**config.mk**
```make
export PLATFORM = sky130hd
export DESIGN_NAME = dct_group_scheduler
export DESIGN_NICKNAME = d
export VERILOG_FILES = /design/src/rtl/dct_group_scheduler.sv
export SDC_FILE = /design/constraint.sdc
export NUM_CORES = 1
export LEC_CHECK = 0
export CAP_MARGIN = 20
export CORE_MARGIN = 5
export CORE_UTILIZATION = 40
export CTS_BUF_LIST = sky130_fd_sc_hd__clkbuf_4
export DETAILED_ROUTE_END_ITERATION = 16
export DONT_BUFFER_PORTS = 1
export PLACE_DENSITY_LB_ADDON = 0.12
export SYNTH_ARGS = -nofsm -noshare
export SYNTH_HDL_FRONTEND = slang
export SYNTH_SLANG_ARGS = --single-unit
```
**constraint.sdc**
```tcl
create_clock -name clock -period 2.7 [get_ports clock]
set_input_delay 0.54 -clock clock [delete_from_list [all_inputs] [get_ports clock]]
set_output_delay 0.54 -clock clock [all_outputs]
set_load 0.02 [all_outputs]
```
**src/rtl/dct_group_scheduler.sv**
```systemverilog
// dct_group_scheduler
//   Sequences the DCT engine array against the ingester's double-buffered MCU RAM.
//   Each ingester buffer swap starts a run of GROUPS MCU groups. Before each group
//   the DCT engines are held in reset for RESET_HOLD cycles. The DCT output pointer
//   rotates through NUM_OUTBUFS output buffers. Occupancy of those buffers is tracked
//   against a downstream release strobe, and the DCTs stall while every buffer is full.
//
//   Optional feature macro: DCT_SCHED_OVERRUN_RECOVER_EN
//     defined   : an ingester swap during a run restarts the run (HOLD, groups cleared)
//     undefined : an ingester swap during a run locks the block in ERROR until reset
//
// Ports
//   clock                       in   system clock, all state on posedge
//   reset                       in   synchronous, active-high
//   ingester_frontbuffer_select in   ingester buffer select; any toggle = new buffer ready
//   dcts_finished               in   DCT engines done with the current group (ACTIVE only)
//   outbuf_release              in   strobe: downstream drained the oldest output buffer
//   dct_nreset                  out  DCT engine reset, low = held
//   dcts_frontbuffer            out  output buffer index the DCTs write
//   mcu_groups_processed        out  groups completed in the current ingester buffer
//   outbuf_count                out  output buffers filled and not yet released
//   outbufs_full                out  outbuf_count == NUM_OUTBUFS
//   overrun                     out  sticky: ingester swapped mid-run
//   busy                        out  state is not IDLE

module dct_group_scheduler #(
    parameter int unsigned GROUPS      = 8,
    parameter int unsigned NUM_OUTBUFS = 4,
    parameter int unsigned RESET_HOLD  = 3,
    localparam int unsigned GW = (GROUPS > 1) ? $clog2(GROUPS) : 1,
    localparam int unsigned OW = (NUM_OUTBUFS > 1) ? $clog2(NUM_OUTBUFS) : 1,
    localparam int unsigned CW = $clog2(NUM_OUTBUFS + 1)
) (
    input  logic          clock,
    input  logic          reset,
    input  logic          ingester_frontbuffer_select,
    input  logic          dcts_finished,
    input  logic          outbuf_release,
    output logic          dct_nreset,
    output logic [OW-1:0] dcts_frontbuffer,
    output logic [GW-1:0] mcu_groups_processed,
    output logic [CW-1:0] outbuf_count,
    output logic          outbufs_full,
    output logic          overrun,
    output logic          busy
);

    localparam int unsigned HW = (RESET_HOLD > 1) ? $clog2(RESET_HOLD) : 1;

    localparam logic [HW-1:0] HoldLast  = HW'(RESET_HOLD - 1);
    localparam logic [GW-1:0] GroupLast = GW'(GROUPS - 1);
    localparam logic [OW-1:0] FbLast    = OW'(NUM_OUTBUFS - 1);
    localparam logic [CW-1:0] CountFull = CW'(NUM_OUTBUFS);

    typedef enum logic [2:0] {
        StIdle,
        StHold,
        StStall,
        StActive,
        StError
    } state_e;

    state_e        state;
    logic          sel_q0;
    logic          sel_q1;
    logic [HW-1:0] hold_cnt;
    logic [GW-1:0] groups;
    logic          swapped;
    logic          in_run;
    logic          complete;
    logic          release_ok;

    assign swapped    = sel_q0 ^ sel_q1;
    assign in_run     = (state == StHold) || (state == StStall) || (state == StActive);
    // A swap in ACTIVE wins over a same-cycle finish, so that group is not counted.
    assign complete   = (state == StActive) && dcts_finished && !swapped;
    // Releasing an empty set of buffers is meaningless and ignored.
    assign release_ok = outbuf_release && (outbuf_count != '0);

    assign outbufs_full         = (outbuf_count == CountFull);
    assign dct_nreset           = (state == StActive);
    assign busy                 = (state != StIdle);
    assign mcu_groups_processed = groups;

    always_ff @(posedge clock) begin
        if (reset) begin
            state            <= StIdle;
            sel_q0           <= 1'b0;
            sel_q1           <= 1'b0;
            hold_cnt         <= '0;
            groups           <= '0;
            dcts_frontbuffer <= '0;
            outbuf_count     <= '0;
            overrun          <= 1'b0;
        end else begin
            sel_q0 <= ingester_frontbuffer_select;
            sel_q1 <= sel_q0;

            // Occupancy is frozen in ERROR along with every other counter.
            if (state != StError) begin
                if (complete && !release_ok) begin
                    outbuf_count <= outbuf_count + CW'(1);
                end else if (!complete && release_ok) begin
                    outbuf_count <= outbuf_count - CW'(1);
                end
            end

            if (swapped && in_run) begin
                overrun <= 1'b1;
`ifdef DCT_SCHED_OVERRUN_RECOVER_EN
                // Partial group dropped: pointer and occupancy left untouched.
                state    <= StHold;
                groups   <= '0;
                hold_cnt <= '0;
`else
                state    <= StError;
`endif
            end else begin
                case (state)
                    StIdle: begin
                        groups   <= '0;
                        hold_cnt <= '0;
                        if (swapped) begin
                            state <= StHold;
                        end
                    end
                    StHold: begin
                        if (hold_cnt == HoldLast) begin
                            hold_cnt <= '0;
                            state    <= outbufs_full ? StStall : StActive;
                        end else begin
                            hold_cnt <= hold_cnt + HW'(1);
                        end
                    end
                    StStall: begin
                        if (!outbufs_full) begin
                            state <= StActive;
                        end
                    end
                    StActive: begin
                        if (dcts_finished) begin
                            dcts_frontbuffer <= (dcts_frontbuffer == FbLast) ? '0
                                              : dcts_frontbuffer + OW'(1);
                            if (groups == GroupLast) begin
                                groups <= '0;
                                state  <= StIdle;
                            end else begin
                                groups <= groups + GW'(1);
                                state  <= StHold;
                            end
                        end
                    end
                    StError: begin
                        state <= StError;
                    end
                    default: begin
                        state <= StIdle;
                    end
                endcase
            end
        end
    end

endmodule
```
Word-level counts from Yosys, hierarchy flattened --
Index checks and enable logic that the tools add are counted.
Storage, ports and cells: register bits 16, latch bits 0, bits in writable memories 0, bits in read-only memories 0, input port bits 5, output and inout bits 12, logic and storage cells 73, memories 0
Operators by class: add/subtract/negate cells 5, multipliers 0, divide/modulo/power cells 0, order comparisons 0, eq/ne operators 17, shifts and indexed selects 0, muxes and demuxes 16, bitwise gates (word level) 2, reduce and logical (&&, ||, !) cells 24
Operators by type and width (number):
- 2-to-1 mux 3 bit | 9
- one-hot mux 3 bit (5 select lines) | 1
- equality test 3 bit, second input constant | 3
- AND reduction 4 bit | 2
- adder 3 x 1 -> 3 bit, second input constant | 2
- equality test 3 x 2 -> 1 bit, second input constant | 2
- logical AND 1 bit | 6
- inequality test 2 bit, second input constant | 3
- inequality test 3 x 2 -> 1 bit, second input constant | 2
- inequality test 3 bit, second input constant | 2
- one-hot mux 3 bit (2 select lines) | 1
- AND reduction 3 bit | 2
- nonzero test 2 bit | 3
- nonzero test 3 bit | 2
- adder 2 x 1 -> 2 bit, second input constant | 2
- equality test 2 bit, second input constant | 2
- 2-to-1 mux 2 bit | 2
- one-hot mux 2 bit (2 select lines) | 1
- AND reduction 2 bit | 2
- equality test 3 x 1 -> 1 bit, second input constant | 1
- logical NOT 1 bit | 3
- logical NOT 3 bit | 1
- inequality test 3 x 1 -> 1 bit, second input constant | 1
- subtractor 3 x 1 -> 3 bit, second input constant | 1
- 6 further kinds | 8

Depth between registers and ports, before layout --
Gate-level depths: netlist (run 1).
depth in word-level cells 7, gate-level depth with buffers 9, gate-level depth less buffers 8

Worst setup path after synthesis (run 1) --
No wires, ideal clock.
path type input -> register, start point input port dcts_finished, end point register outbuf_count[2], library setup time 70 ps, data arrival time 2069 ps, data required time 2630 ps, slack 560 ps, stages 8, path buffers 0, cell sequence nand4b_2 nor2_1 ha_1 inv_1 fa_1 xor2_1 or4_1 a21oi_1
Between the ends: cells in the longest elaborated chain, start to end 6, elaborated cells between the ends (all ways) 8, classes of those cells mux: 1; reduce/logical: 7
Ends and longest elaborated chain:
- start: declaration | line 37 | input logic dcts_finished,
- logical AND 1 bit * (2 in series) | line 76 | assign complete = (state == StActive) && dcts_finished && !swapped;
- logical NOT 1 bit | line 103 | end else if (!complete && release_ok) begin
- logical AND 1 bit | line 103
- nonzero test 2 bit (no source line)
- AND reduction 2 bit (no source line)
- end signal: assignment | line 102 | outbuf_count <= outbuf_count + CW'(1);
- end signal: assignment | line 104 | outbuf_count <= outbuf_count - CW'(1);
- end: declaration | line 42 | output logic [CW-1:0] outbuf_count,
Every way passes the cells marked *; elsewhere a longest branch is shown, timed or not. A chain may end at the register's enable or synchronous reset.

Worst setup path after layout (run 1) --
start point register state[2], end point register outbuf_count[2]
Between the ends: cells in the longest elaborated chain, start to end 7, elaborated cells between the ends (all ways) 10, classes of those cells eq/ne: 2; mux: 1; reduce/logical: 7
Ends and longest elaborated chain:
- start: declaration | line 63 | state_e state;
- start signal: assignment | line 87 | state <= StIdle;
- start signal: assignment | line 116 | state <= StError;
- start signal: assignment | line 124 | state <= StHold;
- equality test 3 x 2 -> 1 bit | line 76
- logical AND 1 bit (2 in series) | line 76
- logical NOT 1 bit | line 103
- logical AND 1 bit | line 103
- nonzero test 2 bit (no source line)
- AND reduction 2 bit (no source line)
Parallel ways exist; a longest one is shown, timed or not.

==> results of run 1 <==
==> per-layer routing <==
layer | global-route usage | part of all wire
met5 | 0 | 0
met4 | 0.02034 | 0.0070
met3 | 0.05336 | 0.049
met2 | 0.2044 | 0.47
met1 | 0.1518 | 0.47
==> cell usage after synthesis (2+ instances only) <==
cell type and number:
clkbuf_1 2, a31oi_1 2, o21ai_0 6, or4_1 3
xor2_1 2, ha_1 4, nor2_1 3, nor3b_1 3
inv_1 3, buf_2 2, nand4b_1 2, nand3_1 5
nand2b_1 2, dfxtp_1 16, nor2b_1 3, o211ai_1 3
o31ai_1 2, a21oi_1 10, or3_1 3
==> where the power goes <==
part / leakage [nW] / internal, mW / total [mW] / switching (mW)
Combinational: 0.185 / 0.0655 / 0.139 / 0.0730
Sequential: 0.130 / 0.257 / 0.309 / 0.0519
Clock: 0.0138 / 0.0517 / 0.125 / 0.0734
Total: 0.328 / 0.375 / 0.573 / 0.198
==> registers in the layout, indices dropped and copies added, names as in the netlist <==
name	cells
dcts_frontbuffer	2
sel_q1	1
mcu_groups_processed	3
state	3
outbuf_count	3
overrun	1
hold_cnt	2
sel_q0	1
==> final cells by class <==
| cell class | instances | area (um2) |
|---|---|---|
| inverters | 3 | 11.26 |
| multi-input cells | 69 | 488.0 |
| repair buffers | 4 | 30.03 |
| flip-flops and latches | 16 | 320.3 |
| clock buffers | 3 | 22.52 |
| well taps | 27 | 33.78 |
| fillers | 194 | 1076 |
==> cells by family after synthesis <==
group                    count (synthesis)  synth area share
flip-flops                              16            0.3793
multiplexers                             1           0.01333
AND/OR/NAND/NOR                         33            0.2622
adder cells (fa/ha/maj)                  5           0.08297
XOR/XNOR                                 3           0.03112
buffers and inverters                    8           0.04297
AO/OA/AOI/OAI                           27            0.1881
==> how the worst min path moves through the flow <==
stage | start | endpoint | slack [ns] | cells past startpoint
2_1_floorplan | hold_cnt[0] | hold_cnt[0] | 0.47 | 2
3_3_place_gp | hold_cnt[0] | hold_cnt[0] | 0.49 | 2
3_5_place_dp | sel_q0 | sel_q1 | 0.49 | 1
4_1_cts | reset | outbuf_count[2] | 0.30 | 1
5_1_grt | reset | mcu_groups_processed[1] | 0.28 | 1
6_report | reset | mcu_groups_processed[1] | 0.31 | 1
==> through the flow <==
stage,util,power [mW],hold slack [ns]
2_1_floorplan,-,0.4176,0.4652
3_5_place_dp,0.4457,0.4510,0.4928
6_report,0.4571,0.5729,0.3142
4_1_cts,0.4571,0.5828,0.3010
5_1_grt,0.4571,0.6179,0.2784
3_3_place_gp,0.4457,0.4518,0.4854
==> results by group, run 1 <==
Status
  • Status: complete, no violations

Route
  • Post-route ant nets: 0
  • Drt drc: 0
  • Vias/cell: 5.664
  • First drt pass iteration count: 4
  • Drt wl/cell: 15.19 um
  • Vias: 691
  • Post-Route WL: 1.853 mm
  • DRC marker count from the first detailed-route iteration: 6

Placed design
  • Port Buffers: 0
  • Dpl cell area: 883.3 um2
  • DP Wirelength: 1.327 mm
  • Placed insts: 119
  • Placer Congestion: 0.6945
  • Pre-CTS worst setup slack: 0.4156 ns

CTS
  • Clock transition at path regs: 0.09 ns
  • CTS root buf: clkbuf_4
  • CTS buffer count: 3
  • PostCTS Resize Cnt: 0
  • H-tree Lvls: 1
  • Max clock buf depth: 2
  • CTS tree: built
  • Setup bufs post-CTS: 0
  • Worst-Skew Late Latency: 0.28 ns
  • CTS sink cnt: 16
  • CTS Hold Bufs: 0

Power
  • Power density over cell area: 632.4 nW/um2
  • Worst VDD drop: 0.3721 mV
  • Static Leak: 0.3283 nW

Finish
  • N_diodes: 0
  • Design Area, Final: 905.9 um2
  • Layout cells sized above 1: 0.09474
  • Area grow syn2layout: 7.259%
  • Fin nets: 107
  • Finished Layout Cells: 122
  • Most frequent cells in the layout: dfxtp_1, a21oi_1, o21ai_0
  • Commonest non-fill, non-tap cell in the layout: dfxtp_1

Worst setup path
  • Slowest cell on crit path: dfxtp_1
  • Critical path buffers and inverters: 1
  • Worst EP required: 2.92 ns
  • R2r worst-path depth: 8
  • CP endpoint: outbuf_count[2]
  • WS Path Type: reg2reg
  • R2r endpoint: outbuf_count[2]
  • CP Data Arrival Time: 2.54 ns
  • Critical path launch point: state[2]
  • Logic depth of the worst path, buffers included: 8
  • Reg-to-reg slack, setup: 0.38 ns
  • Crit Path Max Fanout: 12
  • RR Startpoint: state[2]
  • Setup crit end kind: flop
  • Worst path cell trace: nand4b_2, nor2_1, ha_1, inv_1, fa_1, xor2_1, or4_1, a21oi_1
  • CP top delay family: simple AND/OR/NAND/NOR gates
  • Startpoint types: flop
  • Crit path largest cell delay: 0.42 ns

Floorplan
  • Row Count: 16
  • Core ar.: 1982 um2
  • I/O Pins: 17
  • Chip width: 55.95 um
  • DIE AREA: 3130 um2
  • Initial core utilization: 0.4261
  • Die Span Y: 55.95 um

Yosys
  • Seq cells post-synth: 16
  • Main flop type after synthesis: dfxtp_1
  • Synth cell types: 36
  • Net Count, Synth: 103
  • Synth warn: 0
  • Synth area leaders: dfxtp_1, a21oi_1, ha_1, o21ai_0, nand3_1
  • EDFF count, synth: 0
  • Mapped Cells: 93
  • Area leader, netlist: dfxtp_1
  • Async SR Flop Fraction: 0
  • Sequential share of the synthesized area: 0.3793
  • Post-synthesis area per instance: 9.081 um2
  • Area share of the largest cell type after synthesis: 0.3793
  • Synthesized cell area: 844.6 um2

Global route
  • Number of global-route vias before repair: 637
  • Initial antenna violation count: 0
  • Pin count of the biggest net entering global routing: 18
  • Gr usage total: 0.1238
  • GRT overflow: 0
  • First-pass GRT wire length: 3.077 mm

Job
  • Max-Cap Viols: 0

Min path
  • Hold crit path type: in2reg

Timing
  • Final hold vios: 0
  • Final WS setup: 0.3779 ns
  • Count of pins over their slew limit: 0
  • Max frequency: 0.4306 GHz
  • Final setup vio count: 0
  • Unrepaired setup endpoints after global routing: no
  • Period utilisation layout: 0.8600
  • Final Skew: 0.0004666 ns
  • Least-Margin Pin Slew: 0.7092 ns
  • TNS Setup: 0 ns
  • Relative slew slack: 0.5262
  • Minimum clock period: 2.322 ns
Note: power is estimated with default switching activity, not from simulation.
==> run 2: changes to the inputs <==
--- a/config.mk
+++ b/config.mk
@@ -10,8 +10,7 @@
 export CORE_UTILIZATION = 40
 export CTS_BUF_LIST = sky130_fd_sc_hd__clkbuf_4
 export DETAILED_ROUTE_END_ITERATION = 16
-export DONT_BUFFER_PORTS = 1
-export PLACE_DENSITY_LB_ADDON = 0.12
+export PLACE_DENSITY_LB_ADDON = 0.1
 export SYNTH_ARGS = -nofsm -noshare
 export SYNTH_HDL_FRONTEND = slang
 export SYNTH_SLANG_ARGS = --single-unit
==> run 2 against run 1 <==
  * Critical path depth up 1
  * Worst hold slack better by 0.13 ns
  * Combinational power up 44%
  * Critical path type is now in2reg
==> results by group, run 2 (synthesized netlist as in run 1, its figures left out) <==
Status
  • Status: complete, no violations

Worst setup path
  • RR Startpoint: state[0]
  • Crit Path Max Fanout: 2
  • Startpoint types: input pin
  • Setup crit end kind: flop
  • Reg-to-reg slack, setup: 0.43 ns
  • WS Path Type: in2reg
  • R2r worst-path depth: 8
  • CP Data Arrival Time: 2.59 ns
  • Worst EP required: 2.90 ns
  • R2r endpoint: outbuf_count[2]

Floorplan
  • Chip width: 55.95 um
  • Die Span Y: 55.95 um
  • I/O Pins: 17
  • Initial core utilization: 0.4261
  • Core ar.: 1982 um2
  • Row Count: 16
  • DIE AREA: 3130 um2

Finish
  • Finished Layout Cells: 139
  • Area grow syn2layout: 27.11%
  • N_diodes: 0
  • Fin nets: 124
  • FILL cells: 184
  • Most frequent cells in the layout: dfxtp_1, clkdlybuf4s50_1, a21oi_1
  • Layout cells sized above 1: 0.08929

Min path
  • Hold Crit Endpoint: overrun
  • Hold Crit Depth: 2
  • Hold_sp: overrun
  • Hold crit path type: reg2reg

Timing
  • Final WS setup: 0.3184 ns
  • Final setup vio count: 0
  • Final Skew: 0.004444 ns
  • Count of pins over their slew limit: 0
  • TNS Setup: 0 ns
  • Unrepaired setup endpoints after global routing: no
  • Relative slew slack: 0.5927
  • Minimum clock period: 2.382 ns
  • Final hold vios: 0
  • Period utilisation layout: 0.8821
  • Max frequency: 0.4199 GHz
  • Least-Margin Pin Slew: 0.6066 ns

CTS
  • Clock transition at path regs: 0.09 ns
  • CTS tree: built
  • CTS buffer count: 3
  • H-tree Lvls: 1
  • Max clock buf depth: 2
  • CTS Hold Bufs: 0
  • Worst-Skew Late Latency: 0.28 ns
  • CTS root buf: clkbuf_4
  • PostCTS Resize Cnt: 0
  • CTS sink cnt: 16
  • Setup bufs post-CTS: 0

Power
  • Power density over cell area: 572.5 nW/um2
  • Static Leak: 0.3889 nW
  • Worst VDD drop: 0.3663 mV

Global route
  • Pin count of the biggest net entering global routing: 18
  • GRT overflow: 0
  • Gr usage total: 0.1304
  • Number of global-route vias before repair: 743
  • First-pass GRT wire length: 3.284 mm
  • Initial antenna violation count: 0

Route
  • First drt pass iteration count: 4
  • Vias: 762
  • Vias/cell: 5.482
  • DRC marker count from the first detailed-route iteration: 7
  • Post-route ant nets: 0
  • Drt wl/cell: 12.89 um
  • Post-Route WL: 1.792 mm
  • Drt drc: 0

Job
  • Max-Cap Viols: 0

Placed design
  • Placer Congestion: 0.8088
  • DP Wirelength: 1.305 mm
  • Placed insts: 136
  • Port Buffers: 16
  • Pre-CTS worst setup slack: 0.02124 ns
## run 2: power breakdown
group / switching [mW] / internal, mW / total, mW
logic: 0.0995 / 0.101 / 0.200
clock network: 0.0710 / 0.0517 / 0.123
registers: 0.0344 / 0.257 / 0.292
total: 0.205 / 0.410 / 0.615
## run 2: layout make-up
cell class,count,area (um2),share of cell area
inverter,3,11.26,0.01049
multi-input combinational,69,488.0,0.4545
tap,27,33.78,0.03147
timing repair buffer,21,197.7,0.1841
clock buffer,3,22.52,0.02098
sequential,16,320.3,0.2984
## run 2: layer usage
layer | up-vias | wire (um) | part of all wire | global-route usage
met5 | - | 0 | 0 | 0
met4 | 0 | 18 | 0.010 | 0.06441
met3 | 4 | 67 | 0.037 | 0.03480
met2 | 17 | 822 | 0.46 | 0.1943
met1 | 353 | 883 | 0.49 | 0.1722
li1 | 388 | - | - | -
## run 2: stage by stage
step	hold slack [ns]	cell area, um2	util	power (mW)
2_1_floorplan	0.4652	844.6	-	0.4176
3_3_place_gp	0.4342	1051	0.5303	0.4966
3_5_place_dp	0.4372	1051	0.5303	0.4982
4_1_cts	0.4509	1074	0.5417	0.6248
5_1_grt	0.4776	1074	0.5417	0.6651
6_report	0.4464	1074	0.5417	0.6146
## run 2: how the worst max path moves through the flow
stage                        startpoint              end  cells after the start  slack [ns]
after detailed placement  dcts_finished  outbuf_count[2]                      9        0.02
after global routing           state[1]       dct_nreset                      3        0.19
after floorplan           dcts_finished  outbuf_count[2]                      8        0.56
after global placement    dcts_finished  outbuf_count[2]                      9        0.07
final                     dcts_finished  outbuf_count[2]                      9        0.32
after CTS                      state[1]       dct_nreset                      3        0.31
## run 2: worst max-delay path, stage by stage
cell and delay, ns:
clkdlybuf4s50_1 0.50, nand4b_2 0.12, nor2_1 0.12, ha_1 0.18, inv_1 0.05, fa_1 0.38
xor2_1 0.16, or4_1 0.40, a21oi_1 0.14
